### src/rtl/lstm_ctrl_pkg.sv
// ============================================================================
// Module  : lstm_ctrl_pkg
// Brief   : Shared sizing helpers and FSM encoding for the input-hidden
//           sequencer.
// Rev     : 1.0
// ============================================================================
`default_nettype none

package lstm_ctrl_pkg;

    typedef enum logic [1:0] {
        S_IDLE  = 2'd0,
        S_ISSUE = 2'd1,
        S_DRAIN = 2'd2,
        S_FIN   = 2'd3
    } state_t;

    function automatic int calc_nchunk(input int in_size, input int parall);
        return (in_size + parall - 1) / parall;
    endfunction

    // A full last chunk yields REM = PARALL_NUM, so nothing gets masked.
    function automatic int calc_rem(input int in_size, input int parall);
        return in_size - (calc_nchunk(in_size, parall) - 1) * parall;
    endfunction

    function automatic int calc_rows(input int hidden);
        return 4 * hidden;
    endfunction

    function automatic int clog2w(input int n);
        return (n <= 1) ? 1 : $clog2(n);
    endfunction

    function automatic int calc_accw(input int qz, input int parall, input int nchunk);
        return 2 * qz + clog2w(parall * nchunk);
    endfunction

endpackage

`default_nettype wire

### src/rtl/ih_lane_sum.sv
// ============================================================================
// Module  : ih_lane_sum
// Brief   : Masks tail lanes of a row's last chunk, sign-extends and sums.
// Rev     : 1.0
// ============================================================================
`default_nettype none

module ih_lane_sum #(
    parameter int PARALL_NUM = 10,
    parameter int QZ         = 24,
    parameter int REM        = 10,
    parameter int SW         = 52
) (
    input  logic [PARALL_NUM*2*QZ-1:0] lanes,
    input  logic                       last_chunk,
    output logic signed [SW-1:0]       sum
);

    localparam int PW = 2 * QZ;

    logic [PW-1:0] lane_m [PARALL_NUM];

    for (genvar i = 0; i < PARALL_NUM; i++) begin : g_lane
        if (i >= REM) begin : g_mask
            assign lane_m[i] = last_chunk ? '0 : lanes[i*PW +: PW];
        end else begin : g_pass
            assign lane_m[i] = lanes[i*PW +: PW];
        end
    end

    always_comb begin
        sum = '0;
        for (int i = 0; i < PARALL_NUM; i++) begin
            sum = sum + {{(SW-PW){lane_m[i][PW-1]}}, lane_m[i]};
        end
    end

endmodule

`default_nettype wire

### src/rtl/ih_seq_ctrl.sv
// ============================================================================
// Module  : ih_seq_ctrl
// Brief   : Issues (row, chunk) reads for the input-hidden product and
//           accumulates returned lane products into per-row totals.
//           Define IH_SEQ_SAT_EN for saturating outputs with a sticky flag.
// Rev     : 1.0
// ============================================================================
`default_nettype none

module ih_seq_ctrl
    import lstm_ctrl_pkg::*;
#(
    parameter  int INPUT_SIZE  = 128,
    parameter  int HIDDEN_SIZE = 32,
    parameter  int PARALL_NUM  = 10,
    parameter  int QZ          = 24,
    parameter  int MULT_LAT    = 5,
    localparam int NCHUNK      = calc_nchunk(INPUT_SIZE, PARALL_NUM),
    localparam int REM         = calc_rem(INPUT_SIZE, PARALL_NUM),
    localparam int ROWS        = calc_rows(HIDDEN_SIZE),
    localparam int CW          = clog2w(NCHUNK),
    localparam int WW          = clog2w(ROWS * NCHUNK),
    localparam int RW          = clog2w(ROWS),
    localparam int AW          = calc_accw(QZ, PARALL_NUM, NCHUNK),
    localparam int OW          = 2 * QZ
) (
    input  logic                       clk,
    input  logic                       rst_n,
    input  logic                       start,
    output logic                       busy,
    output logic                       done,
    output logic [CW-1:0]              in_rd_addr,
    output logic [WW-1:0]              w_rd_addr,
    output logic                       mac_valid,
    input  logic [PARALL_NUM*2*QZ-1:0] mult_in,
    input  logic                       mult_valid,
    output logic [OW-1:0]              acc_out,
    output logic                       acc_valid,
    output logic [RW-1:0]              acc_row,
    output logic                       sat_flag
);

    localparam logic [CW-1:0] LAST_CHUNK = CW'(NCHUNK - 1);
    localparam logic [RW-1:0] LAST_ROW   = RW'(ROWS - 1);
    localparam logic [RW:0]   ALL_ROWS   = (RW+1)'(ROWS);

    state_t               state_q, state_d;
    logic [CW-1:0]        chunk_q, chunk_d;
    logic [RW-1:0]        row_q, row_d;
    logic [WW-1:0]        waddr_q, waddr_d;
    logic [CW-1:0]        rchunk_q, rchunk_d;
    logic [RW:0]          rrow_q, rrow_d;
    logic signed [AW-1:0] acc_q, acc_d;
    logic [OW-1:0]        acc_out_q, acc_out_d;
    logic [RW-1:0]        acc_row_q, acc_row_d;
    logic                 acc_valid_q, acc_valid_d;
    logic                 busy_q, busy_d;
    logic                 done_q, done_d;
    logic                 mac_valid_q, mac_valid_d;
    logic                 sat_q, sat_d;

    logic                 w_ret_last;
    logic signed [AW-1:0] w_lane_sum;
    logic signed [AW-1:0] w_row_total;
    logic [OW-1:0]        w_out;
    logic                 w_clamp;

    assign w_ret_last  = (rchunk_q == LAST_CHUNK);
    assign w_row_total = acc_q + w_lane_sum;

    ih_lane_sum #(
        .PARALL_NUM (PARALL_NUM),
        .QZ         (QZ),
        .REM        (REM),
        .SW         (AW)
    ) u_lane_sum (
        .lanes      (mult_in),
        .last_chunk (w_ret_last),
        .sum        (w_lane_sum)
    );

`ifdef IH_SEQ_SAT_EN
    localparam logic signed [AW-1:0] OUT_MAX = {{(AW-OW+1){1'b0}}, {(OW-1){1'b1}}};
    localparam logic signed [AW-1:0] OUT_MIN = {{(AW-OW+1){1'b1}}, {(OW-1){1'b0}}};

    always_comb begin
        w_out   = w_row_total[OW-1:0];
        w_clamp = 1'b0;
        if (w_row_total > OUT_MAX) begin
            w_out   = OUT_MAX[OW-1:0];
            w_clamp = 1'b1;
        end else if (w_row_total < OUT_MIN) begin
            w_out   = OUT_MIN[OW-1:0];
            w_clamp = 1'b1;
        end
    end
`else
    assign w_out   = w_row_total[OW-1:0];
    assign w_clamp = 1'b0;
`endif

    always_comb begin
        state_d     = state_q;
        chunk_d     = chunk_q;
        row_d       = row_q;
        waddr_d     = waddr_q;
        rchunk_d    = rchunk_q;
        rrow_d      = rrow_q;
        acc_d       = acc_q;
        acc_out_d   = acc_out_q;
        acc_row_d   = acc_row_q;
        acc_valid_d = 1'b0;
        sat_d       = sat_q;

        unique case (state_q)
            S_IDLE: begin
                if (start) begin
                    state_d  = S_ISSUE;
                    chunk_d  = '0;
                    row_d    = '0;
                    waddr_d  = '0;
                    rchunk_d = '0;
                    rrow_d   = '0;
                    acc_d    = '0;
                    sat_d    = 1'b0;
                end
            end
            S_ISSUE: begin
                waddr_d = waddr_q + WW'(1);
                if (chunk_q == LAST_CHUNK) begin
                    chunk_d = '0;
                    if (row_q == LAST_ROW) begin
                        state_d = S_DRAIN;
                        row_d   = '0;
                        waddr_d = '0;
                    end else begin
                        row_d = row_q + RW'(1);
                    end
                end else begin
                    chunk_d = chunk_q + CW'(1);
                end
            end
            S_DRAIN: begin
                if (rrow_q == ALL_ROWS) begin
                    state_d = S_FIN;
                end
            end
            S_FIN: begin
                state_d = S_IDLE;
            end
            default: state_d = S_IDLE;
        endcase

        // Return path runs on its own counters; products seen in IDLE are stale.
        if (state_q != S_IDLE && mult_valid) begin
            if (w_ret_last) begin
                acc_out_d   = w_out;
                acc_valid_d = 1'b1;
                acc_row_d   = rrow_q[RW-1:0];
                acc_d       = '0;
                rchunk_d    = '0;
                rrow_d      = rrow_q + (RW+1)'(1);
                sat_d       = sat_q | w_clamp;
            end else begin
                acc_d    = w_row_total;
                rchunk_d = rchunk_q + CW'(1);
            end
        end
    end

    assign busy_d      = (state_d != S_IDLE);
    assign done_d      = (state_d == S_FIN);
    assign mac_valid_d = (state_q == S_ISSUE);

    always_ff @(posedge clk or negedge rst_n) begin
        if (!rst_n) begin
            state_q     <= S_IDLE;
            chunk_q     <= '0;
            row_q       <= '0;
            waddr_q     <= '0;
            rchunk_q    <= '0;
            rrow_q      <= '0;
            acc_q       <= '0;
            acc_out_q   <= '0;
            acc_row_q   <= '0;
            acc_valid_q <= 1'b0;
            busy_q      <= 1'b0;
            done_q      <= 1'b0;
            mac_valid_q <= 1'b0;
            sat_q       <= 1'b0;
        end else begin
            state_q     <= state_d;
            chunk_q     <= chunk_d;
            row_q       <= row_d;
            waddr_q     <= waddr_d;
            rchunk_q    <= rchunk_d;
            rrow_q      <= rrow_d;
            acc_q       <= acc_d;
            acc_out_q   <= acc_out_d;
            acc_row_q   <= acc_row_d;
            acc_valid_q <= acc_valid_d;
            busy_q      <= busy_d;
            done_q      <= done_d;
            mac_valid_q <= mac_valid_d;
            sat_q       <= sat_d;
        end
    end

    assign busy       = busy_q;
    assign done       = done_q;
    assign in_rd_addr = chunk_q;
    assign w_rd_addr  = waddr_q;
    assign mac_valid  = mac_valid_q;
    assign acc_out    = acc_out_q;
    assign acc_valid  = acc_valid_q;
    assign acc_row    = acc_row_q;
    assign sat_flag   = sat_q;

endmodule

`default_nettype wire

### config.mk
export PLATFORM = sky130hd
export DESIGN_NAME = ih_seq_ctrl
export DESIGN_NICKNAME = d
export VERILOG_FILES = /design/src/rtl/lstm_ctrl_pkg.sv /design/src/rtl/ih_lane_sum.sv /design/src/rtl/ih_seq_ctrl.sv
export SDC_FILE = /design/constraint.sdc
export NUM_CORES = 1
export LEC_CHECK = 0
export CORE_ASPECT_RATIO = 0.9
export CORE_UTILIZATION = 25
export DETAILED_ROUTE_END_ITERATION = 12
export DONT_BUFFER_PORTS = 1
export GPL_TIMING_DRIVEN = 0
export PLACE_DENSITY = 0.35
export SETUP_SLACK_MARGIN = 0.2
export SYNTH_ARGS = -nofsm -noshare
export SYNTH_HDL_FRONTEND = slang
export SYNTH_HIERARCHICAL = 1
export SYNTH_SLANG_ARGS = --single-unit
### constraint.sdc
create_clock -name clk -period 11.4 [get_ports clk]
set_input_delay 1.14 -clock clk [delete_from_list [all_inputs] [get_ports clk]]
set_output_delay 1.14 -clock clk [all_outputs]
set_load 0.02 [all_outputs]
# Yosys cells after proc, flatten, opt, wreduce, memory -nomap -nowiden
# Index checks and enable logic that the tools add are counted.
# totals
regBits,152
input_bits,484
output_inout_bits,75
word_cells,86
# op_classes
add_sub_neg,15
n_eq_ne,11
muxes,35
n_reduce_logical,11
# ops
cell,n
adder 56 bit,9
two-way mux 56 bit,4
two-way mux 48 bit,2
adder 48 x 48 -> 49 bit,1
two-way mux 11 bit,3
two-way mux 8 bit,4
one-hot mux 11 bit (2 select lines),1
two-way mux 7 bit,3
two-way mux 4 bit,5
one-hot mux 7 bit (2 select lines),1
"adder 11 x 1 -> 11 bit, second input constant",1
nonzero test 2 bit,5
"adder 4 x 1 -> 4 bit, second input constant",2
"adder 8 x 1 -> 8 bit, second input constant",1
"== test 4 bit, second input constant",2
"== test 8 bit, second input constant",1
two-way mux 2 bit,4
one-hot mux 2 bit (4 select lines),1
one-hot mux 4 bit (2 select lines),1
"adder 7 x 1 -> 7 bit, second input constant",1
"== test 7 bit, second input constant",1
"== test 2 bit, second input constant",3
two-way mux 1 bit,6
AND reduction 2 bit,3
other kinds (6),7

# Logic depth before layout (Yosys ltp)
# Gate-level depths: netlist of the first run.
# logic_depth
depth_word,12
ltp_mapped,43
ltp_nobuf,41

# Cells and area by module
# The synthesis of the first run kept the hierarchy.
# modules_own_cells
mod,n_inst,cells_each,area_per_inst_um2,seq_area_each_um2
ih_lane_sum,1,1974,15985.3,0.0
ih_seq_ctrl,1,953,8395.6,3578.4

# Least setup slack after synthesis of the first run
# No wires, ideal clock.
# synth_timing
kind,input to register
startpoint,input mult_in[2]
endpoint,register acc_out_q[43] (netlist: acc_out[43])
setup_time_ns,0.125
arrival_ns,9.846
required_ns,11.275
slack_ns,1.429
path_stages,39
n_path_buf,1
path_cell_list,inv_1 > fa_1 > inv_1 > fa_1 > fa_1 > inv_1 > fa_1 > inv_1 > ha_1 > fa_1 > a211oi_1 > o211ai_1 > nor4b_1 > nor2_1 > nand2_1 > a31o_2 > a21oi_1 > xor2_1 > (+3 left out) > a21o_1 > a2111oi_2 > nor2_1 > a221o_1 > a31o_1 > a41oi_2 > o31ai_2 > a221oi_2 > xnor2_1 > ha_1 > clkbuf_1 > nand3_1 > or4_1 > o32ai_1 > a211o_1 > a21oi_1 > xnor2_1 > mux2_2
# synth_between
elab_chain_cells,10
# synth_rtl
item,line,source
start: declaration,ih_seq_ctrl.sv:35,"input logic [PARALL_NUM*2*QZ-1:0] mult_in,"
adder 48 x 48 -> 49 bit,ih_lane_sum.sv:34,"sum = sum + {{(SW-PW){lane_m[i][PW-1]}}, lane_m[i]};"
adder 56 bit (8 in a row),ih_lane_sum.sv:34,
via w_lane_sum[41],ih_seq_ctrl.sv:63,logic signed [AW-1:0] w_lane_sum;
adder 56 bit,ih_seq_ctrl.sv:69,assign w_row_total = acc_q + w_lane_sum;
end signal: assignment,ih_seq_ctrl.sv:199,acc_out_q <= acc_out_d;
end: declaration,ih_seq_ctrl.sv:54,"logic [OW-1:0] acc_out_q, acc_out_d;"
# The timed path passes the listed nets, and every way through them passes these cells.
# A chain may end at the register's enable or synchronous reset.

# Worst setup path after layout of the first run
# layout_timing
startpoint,input mult_in[2]
endpoint,register acc_out_q[45] (netlist: acc_out[45])
# Same word-level chain as after synthesis.

==> results of run 1 <==
[worst max-delay path, delay by kind of cell]
family,cells,cell delay [ps]
adder cells (fa/ha/maj),9,4000
AO/OA/AOI/OAI,14,3240
AND/OR/NAND/NOR,7,1510
XOR/XNOR,3,580
buffers and inverters,6,420
[through the flow]
stage / cell area, um^2 / cells
2_1_floorplan: 23100 / 2750
3_3_place_gp: 24700 / 3980
3_5_place_dp: 24700 / 3980
4_1_cts: 25200 / 4010
5_1_grt: 25400 / 4017
6_report: 25400 / 4019
[registers in the layout, indices dropped and copies added (netlist names)]
signal and cells:
done 1, acc_out 48, state_q 2, rchunk_q 4
acc_valid 1, rrow_q 8, acc_q 48, row_q 7
busy 1, acc_row 7, w_rd_addr 11, in_rd_addr 4
mac_valid 1
[layout make-up]
| cell class | instances | area (um^2) | share of cell area [%] |
|---|---|---|---|
| Antenna cell | 3 | 7.51 | 0.0296 |
| Sequential cell | 143 | 3580 | 14.1 |
| Buffer | 84 | 335 | 1.32 |
| Timing Repair Buffer | 6 | 45.0 | 0.178 |
| Tap cell | 1230 | 1540 | 6.07 |
| Multi-Input combinational cell | 1814 | 16600 | 65.6 |
| Clock inverter | 6 | 83.8 | 0.331 |
| Clock buffer | 24 | 482 | 1.90 |
| Inverter | 709 | 2660 | 10.5 |
[timing repair]
| item | CTS | global route |
|---|---|---|
| hold buffers | 0 | 0 |
| setup buffers | 0 | 6 |
| gates resized for setup | 0 | 17 |
| endpoints found under the setup margin | 0 | 21 |
[worst min-delay path by stage]
stage	from	to	slack, ps
detailed placement	rrow_q[7]	rrow_q[7]	470
floorplan	rrow_q[7]	rrow_q[7]	440
global route	rst_n	acc_out[7]	370
global placement	rrow_q[7]	rrow_q[7]	460
CTS	rst_n	acc_out[8]	380
finish	rst_n	acc_out[8]	400
[layer usage]
layer	up-vias	wire length [um]
met5	-	117
met4	16	767
met3	45	3430
met2	363	35000
met1	8658	30800
li1	8648	-
[placed cells by master (no fill, tap or decap), types with 11 or more instances in the layout]
| cell | instances |
|---|---|
| fa_1 | 335 |
| inv_1 | 708 |
| nand2_1 | 280 |
| nor2b_1 | 34 |
| and3_1 | 22 |
| ha_1 | 150 |
| dfrtp_1 | 143 |
| nand2b_1 | 93 |
| o21bai_1 | 22 |
| nand4_1 | 37 |
| clkbuf_16 | 17 |
| nor3_1 | 15 |
| xnor2_1 | 80 |
| clkbuf_1 | 75 |
| a21oi_1 | 138 |
| o21ai_0 | 119 |
| o21ai_1 | 11 |
| xor2_1 | 57 |
| a21o_1 | 82 |
| a22o_1 | 36 |
| a31oi_1 | 21 |
| nand3_1 | 53 |
| o21a_1 | 12 |
| nor2_1 | 81 |
==> metrics.md, run 1 <==
| Metric | Value |
|---|---|
| Critical path startpoint | `mult_in[2]` |
| Synth Net Count | `3,720` |
| Number of setup violations in the final report | `0` |
| First-pass GRT wire length | `111 mm` |
| H-tree depth | `4` |
| Worst R2R End | `acc_out[45]` |
| TritonCTS clock tree | `built` |
| Cells after Synth | `2,750` |
| Global-route track usage on met2 | `27.1%` |
| GR Util All Layers | `15.2%` |
| Max-slew violation count | `0` |
| Initial antenna violation count | `10` |
| Total die area | `93,700 um^2` |
| Max-cap check violation count | `0` |
| Setup TNS after final layout | `0 ps` |
| Outcome | `complete, no violations` |
| Number of iterations in the first detailed-routing pass | `5` |
| Worst Setup End Kind | `register` |
| Relative slew slack | `26.6%` |
| Worst path most repeated cell | `fa_1` |
| Core Region | `91,300 um^2` |
| Post-placement setup slack | `-136 ps` |
| Placed wire-length estimate | `61.9 mm` |
| TritonCTS buffer count | `17` |
| Reg-to-Reg Start | `rchunk_q[0]` |
| Total number of vias | `17,700` |
| Number of I/O pins | `559` |
| Final Hold Slack | `400 ps` |
| Cell row count | `105` |
| Kind of start point of the critical path | `primary input` |
| Fraction of layout cells with a size suffix above 1 | `3.34%` |
| Last element of the critical path | `acc_out[45]` |
| GRT overflow | `0` |
| Final Net Count | `3,745` |
| Number of cells traversed by the worst register-to-register path | `33` |
| Clock root buffer | `clkbuf_16` |
| Number of DRC violations after detailed routing | `0` |
| Arrival time of the worst setup path | `10,870 ps` |
| Fillcell total | `9,963` |
| Pin count of the biggest net entering global routing | `144` |
| Critical path's largest stage delay | `560 ps` |
| Vias in the first global route | `19,600` |
| Final setup margin | `814 ps` |
| Post-detailed-route wirelength per cell | `17.4 um` |
| Initial core utilization | `25.3%` |
| Placer's final routability congestion estimate | `0.852` |
| Critical Path RT | `11,680 ps` |
| Most used routing layer | `met2` |
| Share of the cycle needed by the critical path after routing | `92.9%` |
| Syn. warnings | `6` |
| Slew at the pin closest to its max-slew limit | `1100 ps` |
| Mean Syn Cell Area | `8.41 um^2` |
| Final standard cell utilization of the core | `27.8%` |
| Area growth syn-to-layout | `9.70%` |
| Clock sink count | `143` |
| Worst min-delay path category | `in -> async` |
| Source-to-sink clock delay at the later pin of the worst-skew pair | `440 ps` |
| Maximum clock insertion buffer count | `2` |
| Worst reg-to-reg setup slack | `3150 ps` |
| Die Ht | `290 um` |
| X dimension of the die | `323 um` |
| Worst setup path class | `in -> reg` |
| Clock slew at reported path FFs | `60 ps` |
| Total count of hold-check failures in the final report | `0` |
| Post-synthesis instance area | `23,100 um^2` |
| Via/cell ratio | `4.41` |
| Final worst path period need | `10,590 ps` |
| Unrepaired setup endpoints after global routing | `false` |
| Routed wire length | `70.1 mm` |
| Clk_skew | `13.9 ps` |
| Residual antenna-violating net count after detailed routing | `0` |
| Top fanout value on the critical path | `8` |
| Worst path slowest cell | `fa_1` |
| Number of violations reported at the end of detailed-routing iteration 0 | `810` |
| Global routing met1 resource utilization | `19.1%` |
| Maximum frequency from static timing analysis | `94.5 MHz` |
| Buffers added on ports | `0` |
| Met3 capacity usage during global routing | `3.10%` |
Power of run 1 is not shown: default switching activity piles up to over one toggle a cycle in this logic, so the estimate is an artifact.
==> inputs of run 2 (changes only) <==
--- a/config.mk
+++ b/config.mk
@@ -10,8 +10,10 @@
 export DETAILED_ROUTE_END_ITERATION = 12
 export DONT_BUFFER_PORTS = 1
 export GPL_TIMING_DRIVEN = 0
-export PLACE_DENSITY = 0.35
+export HOLD_SLACK_MARGIN = 0.02
+export PLACE_DENSITY = 0.45
 export SETUP_SLACK_MARGIN = 0.2
+export SLEW_MARGIN = 40
 export SYNTH_ARGS = -nofsm -noshare
 export SYNTH_HDL_FRONTEND = slang
 export SYNTH_HIERARCHICAL = 1
==> metrics.md, run 2 (synthesis gave the netlist of run 1 again) <==
| Metric | Value |
|---|---|
| Outcome | `complete, no violations` |
| Leading cell types in the layout, fill and taps excluded | `708 x inv_1, 335 x fa_1, 280 x nand2_1` |
| Critical Path RT | `11,720 ps` |
| Max-cap check violation count | `0` |
| Max-slew violation count | `0` |
| Via/cell ratio | `4.38` |
| Clk_skew | `13.0 ps` |
| Maximum frequency from static timing analysis | `93.3 MHz` |
| Placer's final routability congestion estimate | `0.848` |
| Total die area | `93,700 um^2` |
| Post-detailed-route wirelength per cell | `17.2 um` |
| Total number of vias | `17,600` |
| Clock sink count | `143` |
| Critical path's largest stage delay | `550 ps` |
| X dimension of the die | `323 um` |
| Source-to-sink clock delay at the later pin of the worst-skew pair | `440 ps` |
| Number of I/O pins | `559` |
| Initial core utilization | `25.3%` |
| Number of violations reported at the end of detailed-routing iteration 0 | `932` |
| Number of setup violations in the final report | `0` |
| Vias in the first global route | `18,300` |
| H-tree depth | `4` |
| Worst min-delay path category | `in -> async` |
| Maximum clock insertion buffer count | `2` |
| Worst path slowest cell | `fa_1` |
| Slew at the pin closest to its max-slew limit | `875 ps` |
| Placed wire-length estimate | `60.6 mm` |
| Final Hold Slack | `387 ps` |
| GRT overflow | `0` |
| Worst path bufs/invs | `6` |
| TritonCTS buffer count | `17` |
| Arrival time of the worst setup path | `11,040 ps` |
| Fraction of layout cells with a size suffix above 1 | `3.38%` |
| Critical path's top delay family | `adder cells` |
| Final worst path period need | `10,720 ps` |
| Residual antenna-violating net count after detailed routing | `0` |
| TritonCTS clock tree | `built` |
| GR Util All Layers | `14.9%` |
| Die Ht | `290 um` |
| Worst reg-to-reg setup slack | `3120 ps` |
| Pin count of the biggest net entering global routing | `144` |
| Initial antenna violation count | `10` |
| Buffers added on ports | `0` |
| Worst Setup End Kind | `register` |
| Total count of hold-check failures in the final report | `0` |
| Worst path most repeated cell | `fa_1` |
| Worst setup path class | `in -> reg` |
| First-pass GRT wire length | `107 mm` |
| Commonest non-fill, non-tap cell in the layout | `inv_1` |
| Cell row count | `105` |
| Final standard cell utilization of the core | `27.8%` |
| Share of the cycle needed by the critical path after routing | `94.0%` |
| Top fanout value on the critical path | `8` |
| Number of iterations in the first detailed-routing pass | `5` |
| Routed wire length | `69.1 mm` |
| Number of DRC violations after detailed routing | `0` |
| Final Net Count | `3,741` |
| Core Region | `91,300 um^2` |
| Clock root buffer | `clkbuf_16` |
| Kind of start point of the critical path | `primary input` |
| Relative slew slack | `40.9%` |
| Clock slew at reported path FFs | `70 ps` |
| Area growth syn-to-layout | `9.95%` |
| Unrepaired setup endpoints after global routing | `false` |
-- run 2: cell count changes in the layout (fill, tap and decap cells not counted), sizes merged, moves of 3 or more --
cell,previous run,this run
clkbuf,96,91
bufinv,2,5
diode,3,6
clkinvlp,0,3
buf,18,14
-- run 2: per-layer routing --
metal / part of all wire, % / GRT usage (%) / vias up / wire (um)
li1: - / - / 8630 / -
met1: 45 / 19.3 / 8534 / 30900
met2: 49 / 25.6 / 395 / 33700
met3: 5.4 / 3.05 / 36 / 3760
met4: 1.0 / 2.44 / 8 / 690
met5: 0.093 / 0 / - / 64
-- run 2: final cells by class --
type | count | area, um^2
antenna | 6 | 15.0
buffer | 84 | 338
clock buffer | 19 | 453
clock inverter | 12 | 208
fill | 9923 | 65900
inverter | 709 | 2660
multi-input combinational | 1814 | 16600
sequential | 143 | 3580
tap | 1230 | 1540
timing repair buffer | 2 | 15.0
-- run 2: path summary, 6_finish.rpt --
check	from	end	depth (start not counted)
min	rst_n	acc_q[8]	0
max reg2reg	rchunk_q[1]	acc_out[45]	33
min in group clk	rrow_q[7]	rrow_q[7]	1
max in group asynchronous	rst_n	acc_out[44]	0
max	mult_in[2]	acc_out[43]	39
min reg2reg	rrow_q[7]	rrow_q[7]	1
-- run 2: through the flow --
step | setup TNS [ps] | setup WS (ps) | area [um^2] | instances
6_report | 0 | 684 | 25400 | 4019
5_1_grt | 0 | 210 | 25400 | 4017
4_1_cts | 0 | 377 | 25300 | 4011
3_5_place_dp | -37.9 | -23.8 | 24700 | 3980
3_3_place_gp | -220 | -78.0 | 24700 | 3980
2_1_floorplan | 0 | 1430 | 23100 | 2750
-- run 2: timing repair --
action                     in CTS  in global routing
gates resized for setup         0                 13
setup endpoints to repair       0                 19
buffers inserted                0                  2
hold buffers                    0                  0
Power of run 2 is left out for the same reason.
